**src/rtl/pd_pkg.sv**
```systemverilog
// Shared definitions for the power-down entry handshake: state encoding and
// default timing used by the sequencer, power manager and scheduler.
package pd_pkg;

   typedef enum logic [2:0] {
      ST_ACTIVE = 3'd0,
      ST_REQ    = 3'd1,
      ST_ENTER  = 3'd2,
      ST_PD     = 3'd3,
      ST_EXIT   = 3'd4
   } pd_state_e;

   localparam int T_CKE       = 4;
   localparam int T_XP        = 6;
   localparam int T_PD_MIN    = 16;
   localparam int REQ_TIMEOUT = 32;
   localparam int CNT_W       = 16;

   // One spare bit above the longest phase length.
   function automatic int timer_width(input int a, input int b, input int c, input int d);
      int m;
      m = a;
      if (b > m) m = b;
      if (c > m) m = c;
      if (d > m) m = d;
      return $clog2(m) + 1;
   endfunction

endpackage

```
**src/rtl/pd_timer.sv**
```systemverilog
// Loadable down-counter shared by all timed phases of the sequencer.
// Loaded with (phase length - 1) on every state change; holds at zero, so the
// terminal-count flag also serves as a saturating "minimum elapsed" flag.
module pd_timer #(
   parameter int W = 6
) (
   input  logic         sys_clk,
   input  logic         sys_rst,
   input  logic         load,
   input  logic [W-1:0] load_val,
   output logic         tc
);

   logic [W-1:0] cnt_q;

   // Reload on phase change, otherwise count down and stick at zero.
   always_ff @(posedge sys_clk or posedge sys_rst) begin
      if (sys_rst)
         cnt_q <= '0;
      else if (load)
         cnt_q <= load_val;
      else if (cnt_q != '0)
         cnt_q <= cnt_q - 1'b1;
   end

   assign tc = (cnt_q == '0);

endmodule

```
**src/rtl/pd_entry_sequencer.sv**
```systemverilog
// Power-down entry sequencer: requests power-down from the manager, then
// walks CKE through entry, residency and exit while stalling the scheduler.
//
// state  | meaning
// -------+-----------------------------------------------------------
// ACTIVE | normal operation, watching for entry eligibility
// REQ    | enter_power_down raised, waiting for pd_entered
// ENTER  | CKE low, waiting T_CKE before residency
// PD     | powered down; exits on late command or pd_entered drop
// EXIT   | CKE high again, waiting T_XP before releasing scheduler
module pd_entry_sequencer #(
   parameter int T_CKE       = pd_pkg::T_CKE,
   parameter int T_XP        = pd_pkg::T_XP,
   parameter int T_PD_MIN    = pd_pkg::T_PD_MIN,
   parameter int REQ_TIMEOUT = pd_pkg::REQ_TIMEOUT,
   parameter int CNT_W       = pd_pkg::CNT_W
) (
   input  logic             sys_clk,
   input  logic             sys_rst,
   input  logic             pd_enable,
   input  logic             thermal_low_power,
   input  logic             pd_ready,
   input  logic             pd_entered,
   input  logic             cmd_pending,
   output logic             enter_power_down,
   output logic             cke,
   output logic             cmd_block,
   output logic             wake_done,
   output logic [2:0]       seq_state,
   output logic [CNT_W-1:0] pd_count
);

   localparam int TW = pd_pkg::timer_width(T_CKE, T_XP, T_PD_MIN, REQ_TIMEOUT);

   localparam logic [TW-1:0] LD_REQ   = TW'(REQ_TIMEOUT - 1);
   localparam logic [TW-1:0] LD_ENTER = TW'(T_CKE - 1);
   localparam logic [TW-1:0] LD_PD    = TW'(T_PD_MIN - 1);
   localparam logic [TW-1:0] LD_EXIT  = TW'(T_XP - 1);

   pd_pkg::pd_state_e state_q, state_d;
   logic              timer_load;
   logic [TW-1:0]     timer_val;
   logic              timer_tc;
   logic              eligible;
   logic [CNT_W-1:0]  pd_count_q;
   logic              wake_q;

   assign eligible = pd_ready & ~cmd_pending & (pd_enable | thermal_low_power);

   // State register.
   always_ff @(posedge sys_clk or posedge sys_rst) begin
      if (sys_rst)
         state_q <= pd_pkg::ST_ACTIVE;
      else
         state_q <= state_d;
   end

   // Next-state logic and Moore output decode.
   always_comb begin
      state_d          = state_q;
      cke              = 1'b1;
      cmd_block        = 1'b0;
      enter_power_down = 1'b0;
      case (state_q)
         pd_pkg::ST_ACTIVE: begin
            if (eligible) state_d = pd_pkg::ST_REQ;
         end
         pd_pkg::ST_REQ: begin
            enter_power_down = 1'b1;
            cmd_block        = 1'b1;
            // An acknowledged entry wins over a same-cycle command.
            if (pd_entered)       state_d = pd_pkg::ST_ENTER;
            else if (cmd_pending) state_d = pd_pkg::ST_ACTIVE;
            else if (timer_tc)    state_d = pd_pkg::ST_ACTIVE;
         end
         pd_pkg::ST_ENTER: begin
            cke       = 1'b0;
            cmd_block = 1'b1;
            if (timer_tc) state_d = pd_pkg::ST_PD;
         end
         pd_pkg::ST_PD: begin
            cke       = 1'b0;
            cmd_block = 1'b1;
            if (!pd_entered || (cmd_pending && timer_tc)) state_d = pd_pkg::ST_EXIT;
         end
         pd_pkg::ST_EXIT: begin
            cmd_block = 1'b1;
            if (timer_tc) state_d = pd_pkg::ST_ACTIVE;
         end
         default: state_d = pd_pkg::ST_ACTIVE;
      endcase
   end

   // Phase length for the state being entered.
   always_comb begin
      timer_load = (state_d != state_q);
      timer_val  = '0;
      case (state_d)
         pd_pkg::ST_REQ:   timer_val = LD_REQ;
         pd_pkg::ST_ENTER: timer_val = LD_ENTER;
         pd_pkg::ST_PD:    timer_val = LD_PD;
         pd_pkg::ST_EXIT:  timer_val = LD_EXIT;
         default:          timer_val = '0;
      endcase
   end

   pd_timer #(.W(TW)) u_timer (
      .sys_clk  (sys_clk),
      .sys_rst  (sys_rst),
      .load     (timer_load),
      .load_val (timer_val),
      .tc       (timer_tc)
   );

   // Completed-entry counter, saturating at all-ones.
   always_ff @(posedge sys_clk or posedge sys_rst) begin
      if (sys_rst)
         pd_count_q <= '0;
      else if (state_q == pd_pkg::ST_ENTER && state_d == pd_pkg::ST_PD && pd_count_q != '1)
         pd_count_q <= pd_count_q + 1'b1;
   end

   // Wake pulse coincides with the first ACTIVE cycle after EXIT.
   always_ff @(posedge sys_clk or posedge sys_rst) begin
      if (sys_rst)
         wake_q <= 1'b0;
      else
         wake_q <= (state_q == pd_pkg::ST_EXIT) && (state_d == pd_pkg::ST_ACTIVE);
   end

   assign wake_done = wake_q;
   assign seq_state = state_q;
   assign pd_count  = pd_count_q;

endmodule

```
**config.mk**
```make
export PLATFORM = sky130hd
export DESIGN_NAME = pd_entry_sequencer
export DESIGN_NICKNAME = d
export VERILOG_FILES = /design/src/rtl/pd_pkg.sv /design/src/rtl/pd_timer.sv /design/src/rtl/pd_entry_sequencer.sv
export SDC_FILE = /design/constraint.sdc
export NUM_CORES = 1
export LEC_CHECK = 0
export ABC_AREA = 1
export BUFFER_PORTS_ARGS = -buffer_cell sky130_fd_sc_hd__buf_2
export CORE_MARGIN = 4
export CORE_UTILIZATION = 50
export CTS_CLUSTER_SIZE = 14
export DETAILED_ROUTE_END_ITERATION = 12
export GPL_TIMING_DRIVEN = 0
export PLACE_DENSITY = 0.72
export SETUP_SLACK_MARGIN = 0.02
export SLEW_MARGIN = 20
export SYNTH_ARGS = -nofsm -noshare
export SYNTH_HDL_FRONTEND = slang
export SYNTH_SLANG_ARGS = --single-unit
```
**constraint.sdc**
```tcl
create_clock -name sys_clk -period 4.61 [get_ports sys_clk]
set_clock_uncertainty 0.1 [all_clocks]
set_input_delay 0.461 -clock sys_clk [delete_from_list [all_inputs] [get_ports sys_clk]]
set_output_delay 0.461 -clock sys_clk [all_outputs]
set_load 0.01 [all_outputs]
```
# After elaboration in Yosys (flattened, before gate mapping)
# Index checks and enable logic that the tools add are counted.
# totals
ff_bits	26
# classes
n_reduce_logical	13
bitwise_logic	4
eq_ne	10
addsub	2
mux	13
# op_table
operator	n
$pmux 5 s4	1
$mux 3	6
$add 16x1->16 const B	1
$ne 16x16->1 const B	1
$pmux 3 s5	1
$eq 3x2->1 const B	4
$mux 6	2
$eq 3x1->1 const B	2
$eq 3x3->1 const B	2
$logic_not 3->1	2
$logic_not 6->1	1
$reduce_bool 6->1	1
$sub 6x1->6 const B	1
$logic_and 1x1->1	4
$reduce_or 4->1	1
$mux 1	3
$ne 3x3->1	1
$and 1x1->1	2
$reduce_bool 2->1	1
$reduce_or 2->1	1
$logic_not 1->1	1
$logic_or 1x1->1	1
$not 1->1	1
$or 1x1->1	1

# Logic depth before layout (Yosys ltp)
# Gate-level depths: netlist of run 1.
# logic_depth
word_depth	8
ltp_mapped	13

# By module
# Synthesis of run 1 repeated with hierarchy kept, for this count alone.
# hier_totals
cells_unflattened	249
area_unflattened_um2	1767.9
# by_module_without_submodules
module	seq_area_each_um2	instances	cells_per_inst	area_per_inst_um2
pd_entry_sequencer	500.5	1	201	1378.8
pd_timer	150.1	1	48	389.1

# Least setup slack after synthesis of run 1
# No wires, ideal clock.
# synth_path
path_type	reg-to-reg
startpoint	register u_timer.cnt_q[0]
endpoint	register u_timer.cnt_q[0]
path_buffers	0
path_stages_with_launch	13
arrival_ns	1.472
period_less_slack_ns	1.686
path_slack_ns	2.924
setup_time_ns	0.113
required_ns	4.397
path_cell_list	dfrtp_1 inv_1 ha_1 nand2_1 nor2_4 nor2_2 nor2_4 and2_1 nand2_1 nor2_1 nand2_1 nand2_1 inv_1
# synth_via
elab_chain_cells	8
# synth_rtl
item	line	rtl
start, declared	pd_timer.sv:14	logic [W-1:0] cnt_q;
start signal, assigned	pd_timer.sv:21	cnt_q <= load_val;
start signal, assigned	pd_timer.sv:23	cnt_q <= cnt_q - 1'b1;
$logic_not 6->1	pd_timer.sv:26	assign tc = (cnt_q == '0);
$mux 3 / $logic_and 1x1->1 (equally long branches)	pd_entry_sequencer.sv:74, pd_entry_sequencer.sv:88, pd_entry_sequencer.sv:84	
$mux 3 / $logic_or 1x1->1 (equally long branches)	pd_entry_sequencer.sv:73, pd_entry_sequencer.sv:84	
$mux 3 (on tied branches)	pd_entry_sequencer.sv:72, pd_entry_sequencer.sv:84	
$pmux 3 s5	pd_entry_sequencer.sv:64	case (state_q)
$eq 3x3->1 (tied with other cells)	pd_entry_sequencer.sv:98	case (state_d)
$pmux 5 s4	pd_entry_sequencer.sv:98	
$mux 6	pd_timer.sv:20	else if (load)
# Several ways; a longest one is shown, not always the timed one. The select of a mux whose other input is x is not followed.
# A chain may end at the register's enable or synchronous reset.

# Final worst setup path of run 1
# layout_path
startpoint	register u_timer.cnt_q[0]
endpoint	register u_timer.cnt_q[2]
# layout_via
elab_chain_cells	8
# layout_rtl
item	line	rtl
$logic_not 6->1 (*)	pd_timer.sv:26	
$mux 3 / $logic_and 1x1->1 (equally long branches)	pd_entry_sequencer.sv:74, pd_entry_sequencer.sv:88, pd_entry_sequencer.sv:84	
$mux 3 / $logic_or 1x1->1 (equally long branches)	pd_entry_sequencer.sv:73, pd_entry_sequencer.sv:84	
$mux 3 (on tied branches)	pd_entry_sequencer.sv:72, pd_entry_sequencer.sv:84	
$pmux 3 s5 (*)	pd_entry_sequencer.sv:64	
named net state_d[0]	pd_entry_sequencer.sv:40	pd_pkg::pd_state_e state_q, state_d;
$eq 3x3->1 (tied with other cells)	pd_entry_sequencer.sv:98	
$pmux 5 s4	pd_entry_sequencer.sv:98	
$mux 6	pd_timer.sv:20	
# Mark *: on every way through the listed nets, which the timed path passes. The rest lies on a longest branch. The select of a mux whose other input is x is not followed.

==> impl_metrics.toml, run 1 <==
[routing]
top_layer = "met4"
dr_wl_met2_mm = 1.580
wl_met1_mm = 1.342
drtIter0Drc = 67
via_count = 1284
firstDrtPassIters = 4
vias_per_cell = 4.920
final_antenna_net_count = 0
met3_length_um = 128
wl_per_cell_um = 11.83
drt_wl_total_mm = 3.088
route.detailed.drc = 0

[yosys]
yosys_warnings = 0
yosys_most_used_dff = "dfrtp_1"
synth_largest_area_cell = "dfrtp_1"
synth.distinct_cells = 29
syn_inst = 184
synth_top_cell_area_share_pct = 41.47
syn_avg_cell_area_um2 = 8.527
synth_fp_nets = 194
yosysMostFrequentCell = "nand2_1"
synth_edf_count = 0
ys_seq_elements = 26
synthTopCellsByCount = "38 x nand2_1, 26 x dfrtp_1, 18 x inv_1, 14 x nor2_1, 11 x xnor2_1"
ys_seq_area_share_pct = 41.47
netlist_top_cells_area = "dfrtp_1 41%, nand2_1 9.1%, xnor2_1 6.1%"
syn_area_mm2 = 0.001569
async_flop_share_pct = 100.0

[setup_path]
worstPathBufferInverterCount = 2
crit_family = "simple AND/OR/NAND/NOR gates"
max_stage_delay_ps = 380
start_kind = "register"
cpMaxStageDelayCell = "dfrtp_1"
cp_cell_sequence = "inv_1, ha_1, nand2_1, nor2_4, nor2_2, nor2_4, and2_1, inv_1, o21ai_0, nand2_1"
arrival_ps = 2020
endpoint_kind = "register"
critPathRequiredTime_ps = 4730
path_max_fanout = 7
crit_type = "reg -> reg"

[cts]
insertion_delay_ps = 320
cts_buffers = 3
cts_tree = "done"
cts.path.max_buffers = 2
post_cts_buffers = 0
clk_pin_slew_worst_paths_ps = 140
cts-root-buf = "clkbuf_4"
cts.repair.resized = 0
cts_num_sinks = 26
htreeDepth = 1
hold_buffers = 0

[power_and_ir_drop]
clkPwrFrac_pct = 12.6
seqPwrFrac_pct = 36.5
switching_share_pct = 44.13
power_frac_comb_pct = 50.9
p_per_area_mw_per_mm2 = 503.4
worst_ir_drop_vdd_v = 0.0003342
netSwitchingPower_w = 0.0004011
p_int_w = 0.0005078
leakage_nw = 0.9332

[die]
placeableCoreArea_mm2 = 0.003028
fp.dieW_um = 64.02
die-area_mm2 = 0.004098
ioPinCount = 30
rows = 20
die_h_um = 64.02
floorplan.initialDensity_pct = 51.82

[sta]
worst_slack_ps = 2709
fin_setup_tns_ps = 0
rsz0062_at_grt = "no"
hold_violations = 0
slew_headroom_pct = 38.79
setup_viol = 0
max_freq_mhz = 526.2
drv_slew = 0
fin_crit_sh_pct = 41.23
worstMarginPinSlew_ps = 912.4
min_period_ps = 1901

[global_routing]
overflow = 0
grt_usage_pct = 16.50
antenna_found_initial = 0
grt_pass1_vias = 1293
grt_max_degree = 27
grt_pass1_wl_mm = 5.451

[placement]
globalplace.congestion = 0.9311
port-buffer-count = 29
place_hpwl_mm = 2.448
dp_slack_ps = 2713

[run]
drv_cap = 0

[cells_and_area]
ff_latch_area_um2 = 650.6
area_delta_synth_final_pct = 15.07
fillers = 279
post_route_cells_drive_above_1_share_pct = 29.03
multi_input_area_um2 = 820.8
antenna_cells = 0
num-nets-final = 228

[min_path]
hold_class = "in -> async"

[run_status]
outcome = "finished clean"
[flip-flops by register name, summed over array words and instances (netlist names)]
register,flops
wake_done,1
seq_state,3
u_timer.cnt_q,6
pd_count,16
[final cells by class]
type	count	area share [%]
timing repair buffer	29	8.039
multi-input combinational	134	45.46
buffer	1	0.6237
inverter	23	4.782
tap	44	3.049
sequential	26	36.04
clock buffer	4	2.010
[layout by cell type (no fill, tap or decap), types with 2 or more instances in the layout]
cell type,n
nand2_1,38
buf_2,29
dfrtp_1,26
inv_1,17
nor2_1,14
xnor2_1,11
nand4_1,9
xor2_1,9
nor2_2,8
nand3_1,6
nor2_4,5
inv_2,5
nand2_2,5
nor3_1,4
o21ai_0,4
a21oi_1,3
ha_1,3
clkbuf_4,3
nand3b_1,2
nand3_4,2
a31oi_1,2
[worst paths after layout]
kind | startpoint | endpoint | slack (ps) | depth (start not counted)
max | u_timer.cnt_q[0] | u_timer.cnt_q[2] | 2710 | 10
min | sys_rst | u_timer.cnt_q[3] | 100 | 2
max reg2reg | u_timer.cnt_q[0] | u_timer.cnt_q[2] | 2710 | 10
min reg2reg | pd_count[11] | pd_count[11] | 420 | 1
max in group asynchronous | sys_rst | pd_count[2] | 3890 | 2
min in group sys_clk | cmd_pending | u_timer.cnt_q[4] | 400 | 4
[metrics by stage]
| stage | area (µm²) | hold slack, ps | std cells | total power [W] | util, % |
|---|---|---|---|---|---|
| after global placement | 1769 | 396.0 | 257 | 0.0007835 | 58.43 |
| after CTS | 1805 | 274.7 | 261 | 0.0009176 | 59.63 |
| final | 1805 | 101.6 | 261 | 0.0009089 | 59.63 |
| after global routing | 1805 | 149.6 | 261 | 0.0009915 | 59.63 |
| after detailed placement | 1769 | 406.9 | 257 | 0.0008000 | 58.43 |
| after floorplan | 1569 | 371.0 | 184 | 0.0006880 | - |
[power groups by stage]
stage                     Clock [W]  Sequential (W)  Combinational (W)
after floorplan                   0        0.000341           0.000347
after global placement            0        0.000335           0.000449
after detailed placement          0        0.000337           0.000463
after CTS                  0.000118        0.000332           0.000467
after global routing       0.000130        0.000339           0.000522
final                      0.000114        0.000331           0.000463
[cell families after synthesis]
| kind of cell | Yosys count | synth area share [%] |
|---|---|---|
| flops | 26 | 41.47 |
| xor+xnor | 20 | 11.16 |
| buf+inv | 24 | 6.220 |
| compound gates | 12 | 4.625 |
| simple gates | 99 | 34.13 |
| fa+ha+maj | 3 | 2.393 |
[per-layer routing]
metal,global-route usage [%],vias up
met2,30.97,27
met4,4.582,0
li1,-,661
met5,0,-
met3,3.691,6
met1,18.41,590
No activity file was read; power rests on OpenSTA's default activity.
==> run 2, diff against run 1 <==
clock period = 1.8 ns   (was 4.61 ns; I/O delays follow)
==> impl_metrics.toml, run 2 (synthesis results as in run 1) <==
[die]
placeableCoreArea_mm2 = 0.003028
floorplan.initialDensity_pct = 51.82
rows = 20
die-area_mm2 = 0.004098
die_h_um = 64.02
fp.dieW_um = 64.02
ioPinCount = 30

[routing]
firstDrtPassIters = 4
final_antenna_net_count = 0
drt_wl_total_mm = 3.625
vias_per_cell = 4.961
route.detailed.drc = 0
wl_per_cell_um = 12.90
drtIter0Drc = 67
via_count = 1394

[setup_path]
worstPathBufferInverterCount = 3
worstSetupPathDepth = 9
reg2reg_depth = 9
arrival_ps = 1910
critPathRequiredTime_ps = 1950
cpMaxStageDelayCell = "dfrtp_1"
crit_family = "simple AND/OR/NAND/NOR gates"
crit_type = "reg -> reg"
reg2reg_from = "seq_state[2]"
start_kind = "register"
path_max_fanout = 6
cp_cell_sequence = "inv_2, nand2_2, nor2_4, inv_1, a21oi_2, nand2_4, nor3_4, buf_4, xor2_1"
startpoint = "seq_state[2]"
max_stage_delay_ps = 440
endpoint_kind = "register"

[power_and_ir_drop]
leakage_nw = 1.044
p_int_w = 0.001585
clkPwrFrac_pct = 10.3
power.total_w = 0.002815
p_per_area_mw_per_mm2 = 1370
worst_ir_drop_vdd_v = 0.0009486
power_frac_comb_pct = 58.8
netSwitchingPower_w = 0.001231
seqPwrFrac_pct = 30.9
switching_share_pct = 43.71

[min_path]
hold_class = "in -> reg"
hp-start = "pd_entered"
whs_path_depth = 4

[sta]
setup_viol = 0
rsz0062_at_grt = "yes"
hold_ws_ps = 157.0
fin_crit_sh_pct = 97.51
worstMarginPinSlew_ps = 921.5
max_freq_mhz = 569.7
hold_violations = 0
min_period_ps = 1755
drv_slew = 0
slew_headroom_pct = 38.18

[placement]
place_hpwl_mm = 2.448
globalplace.congestion = 0.9311
port-buffer-count = 29

[run]
drv_cap = 0

[global_routing]
grt_usage_pct = 16.99
grt_pass1_wl_mm = 5.609
antenna_found_initial = 0
grt_pass1_vias = 1324
grt_max_degree = 27
overflow = 0

[cts]
cts.path.max_buffers = 2
clk_pin_slew_worst_paths_ps = 130
cts_tree = "done"
cts_buffers = 3
insertion_delay_ps = 320
cts-root-buf = "clkbuf_4"
cts_num_sinks = 26
htreeDepth = 1

[cells_and_area]
num-nets-final = 248
antenna_cells = 0
final_common_cell = "nand2_1"
fin_util_pct = 67.89
largest_reg_flops = 16
post_route_cells_drive_above_1_share_pct = 43.88
area_delta_synth_final_pct = 31.02
final_cell_mix = "32 x nand2_1, 30 x buf_2, 23 x dfrtp_1, 18 x buf_4, 12 x inv_1"

[run_status]
outcome = "finished clean"
## run 2: worst paths after layout
check	end	slack [ps]
worst max-delay path	pd_count[11]	40
worst min-delay path	seq_state[2]	160
worst max register to register	pd_count[11]	40
worst min register to register	pd_count[11]	430
max in group asynchronous	seq_state[0]	760
min in group asynchronous	u_timer.cnt_q[5]	370
## run 2: area by class of cell
type	count	area [µm²]
Sequential cell	26	654.4
Timing Repair Buffer	49	295.3
Fill cell	240	972.2
Buffer	1	11.26
Clock buffer	4	36.28
Inverter	23	86.33
Tap cell	44	55.05
Multi-Input combinational cell	134	917.1
## run 2: worst register-to-register path: stages (launching register included)
cell and delay (ps):
dfrtp_1 440, inv_2 120, nand2_2 100, nor2_4 130
inv_1 60, a21oi_2 150, nand2_4 120, nor3_4 210
buf_4 130, xor2_1 130
## run 2: metrics by stage
| stage | setup TNS [ps] | setup slack (ps) | area, µm² | std cells |
|---|---|---|---|---|
| 4_1_cts | 0 | 21.07 | 1873 | 266 |
| 2_1_floorplan | 0 | 114.2 | 1569 | 184 |
| 3_3_place_gp | -345.1 | -84.93 | 1769 | 257 |
| 5_1_grt | -471.5 | -98.25 | 2056 | 281 |
| 6_report | 0 | 44.74 | 2056 | 281 |
| 3_5_place_dp | -488.6 | -96.52 | 1769 | 257 |
## run 2: repair_timing
item	in CTS	in global routing
hold endpoints to repair	14	0
cloned	0	1
endpoints found under the setup margin	14	17
setup buffers	4	14
hold buffers	1	0
pin swaps	1	12
gates resized for setup	7	24
## run 2: power groups by stage
stage	combinational (W)	sequential (W)	clock, W
floorplan	0.000889	0.000873	0
global placement	0.00115	0.000858	0
detailed placement	0.00119	0.000862	0
CTS	0.00131	0.000852	0.000303
global route	0.00181	0.000886	0.000337
finish	0.00166	0.000869	0.000290
## run 2: routing by layer
metal,GRT usage [%],part of all wire (%),vias up
li1,-,-,700
met1,18.97,43,659
met2,32.00,52,27
met3,3.691,3.4,8
met4,4.582,1.5,0
met5,0,0,-
==> run 3, diff against run 2 <==
CORE_MARGIN = 5   (was 4)
==> impl_metrics.toml, run 3 (synthesis results as in run 1) <==
[run_status]
outcome = "finished clean"

[power_and_ir_drop]
power.total_w = 0.002742
switching_share_pct = 44.18
netSwitchingPower_w = 0.001211
leakage_nw = 1.025
p_int_w = 0.001531
p_per_area_mw_per_mm2 = 1339
power_frac_comb_pct = 56.6
clkPwrFrac_pct = 11.0
worst_ir_drop_vdd_v = 0.0007314
seqPwrFrac_pct = 32.4

[routing]
via_count = 1378
drt_wl_total_mm = 3.602
drtIter0Drc = 92
wl_per_cell_um = 13.10
firstDrtPassIters = 4
final_antenna_net_count = 0
vias_per_cell = 5.011
route.detailed.drc = 0

[sta]
drv_slew = 0
min_period_ps = 1745
setup_viol = 0
fin_crit_sh_pct = 96.97
slew_headroom_pct = 38.61
rsz0062_at_grt = "yes"
hold_violations = 0
max_freq_mhz = 572.9
worstMarginPinSlew_ps = 915.3

[placement]
place_area_mm2 = 0.001769
port-buffer-count = 29
place_hpwl_mm = 2.518
globalplace.congestion = 0.9263
post-place-cells = 257

[cells_and_area]
ff_latch_area_um2 = 656.9
fillers = 257
final_cell_mix = "33 x nand2_1, 29 x buf_2, 21 x dfrtp_1, 13 x inv_1"
antenna_cells = 0
area_delta_synth_final_pct = 30.46
multi_input_area_um2 = 934.6
largest_reg_flops = 16
num-nets-final = 242
finalNonFillerCells = 275
final_common_cell = "nand2_1"
post_route_cells_drive_above_1_share_pct = 43.72
final_area_mm2 = 0.002047

[cts]
cts-root-buf = "clkbuf_4"
cts_buffers = 3
htreeDepth = 1
cts_num_sinks = 26
cts.path.max_buffers = 2
insertion_delay_ps = 320
cts_tree = "done"
clk_pin_slew_worst_paths_ps = 140

[global_routing]
met1_usage_pct = 20.39
antenna_found_initial = 0
grt.busiest_layer = "met2"
grt_max_degree = 27
grt_pass1_wl_mm = 5.934
grt_usage_pct = 17.06
grt_pass1_vias = 1370
met3_usage_pct = 3.231
overflow = 0
grtUsageMet2_pct = 31.54

[die]
rows = 20
fp.dieW_um = 66.02
die-area_mm2 = 0.004358
die_h_um = 66.02
placeableCoreArea_mm2 = 0.003028
ioPinCount = 30
floorplan.initialDensity_pct = 51.82

[setup_path]
crit_type = "reg -> reg"
path_max_fanout = 6
endpoint_kind = "register"
arrival_ps = 1920
startpoint = "seq_state[2]"
critPathRequiredTime_ps = 1980
start_kind = "register"
reg2reg_from = "seq_state[2]"

[min_path]
hp-start = "cmd_pending"
hold_class = "in -> reg"

[run]
drv_cap = 0
==> run 3: cell count changes in the layout (fill, tap and decap cells not counted), sizes merged <==
cell	change
buf	-6
==> run 3: stage by stage <==
stage          TNS [ps]  utilization (%)  worst slack (ps)  hold slack (ps)
2_1_floorplan         0                -             114.2            120.0
3_3_place_gp     -368.1            58.43            -88.29            342.5
3_5_place_dp     -669.3            58.43            -111.6            352.9
4_1_cts               0            62.98             21.68            102.7
5_1_grt          -191.6            67.60            -54.82            108.8
6_report              0            67.60             54.51            116.8
==> run 3: final cells by class <==
| class | count | share of cell area (%) |
|---|---|---|
| clock buffer | 4 | 1.773 |
| tap | 44 | 2.689 |
| buffer | 1 | 0.7335 |
| sequential | 26 | 32.09 |
| multi-input combinational | 134 | 45.66 |
| inverter | 23 | 4.340 |
| timing repair buffer | 43 | 12.71 |
==> run 3: final timing paths <==
| kind | slack [ps] | end | cells past startpoint |
|---|---|---|---|
| setup / recovery | 50 | u_timer.cnt_q[1] | 11 |
| hold / removal | 120 | u_timer.cnt_q[4] | 4 |
| setup reg to reg | 50 | u_timer.cnt_q[1] | 11 |
| hold reg to reg | 420 | pd_count[11] | 1 |
| max in group asynchronous | 780 | seq_state[1] | 3 |
| min in group asynchronous | 360 | u_timer.cnt_q[5] | 3 |
==> run 3: timing repair <==
item                       4_1_cts  5_1_grt
hold buffers                     1        0
gates resized for setup         10       30
hold endpoints to repair        26        0
buffers inserted                 7        6
pin swaps                        1       13
setup endpoints to repair       17       19
==> run 3: power by group through the flow <==
stage,combinational [W],clock (W),sequential (W)
CTS,0.00137,0.000310,0.000851
global placement,0.00115,0,0.000857
floorplan,0.000889,0,0.000873
detailed placement,0.00119,0,0.000867
global route,0.00173,0.000332,0.000906
finish,0.00155,0.000303,0.000887
==> run 3: worst max-delay path, stage by stage, from the launching register on <==
cell     delay [ps]
dfrtp_1         450
inv_2           150
nand2_2         100
nor2_4          140
nand2_2          60
nor2_2          150
nor2_4           70
nand3_4          90
nand3_4         120
nor2_4          130
nand2_1          70
nand2_1          60
==> run 3: per-layer routing <==
layer	up-vias	part of all wire [%]
li1	684	-
met4	0	1.2
met2	29	52
met5	-	0
met1	658	43
met3	7	3.8
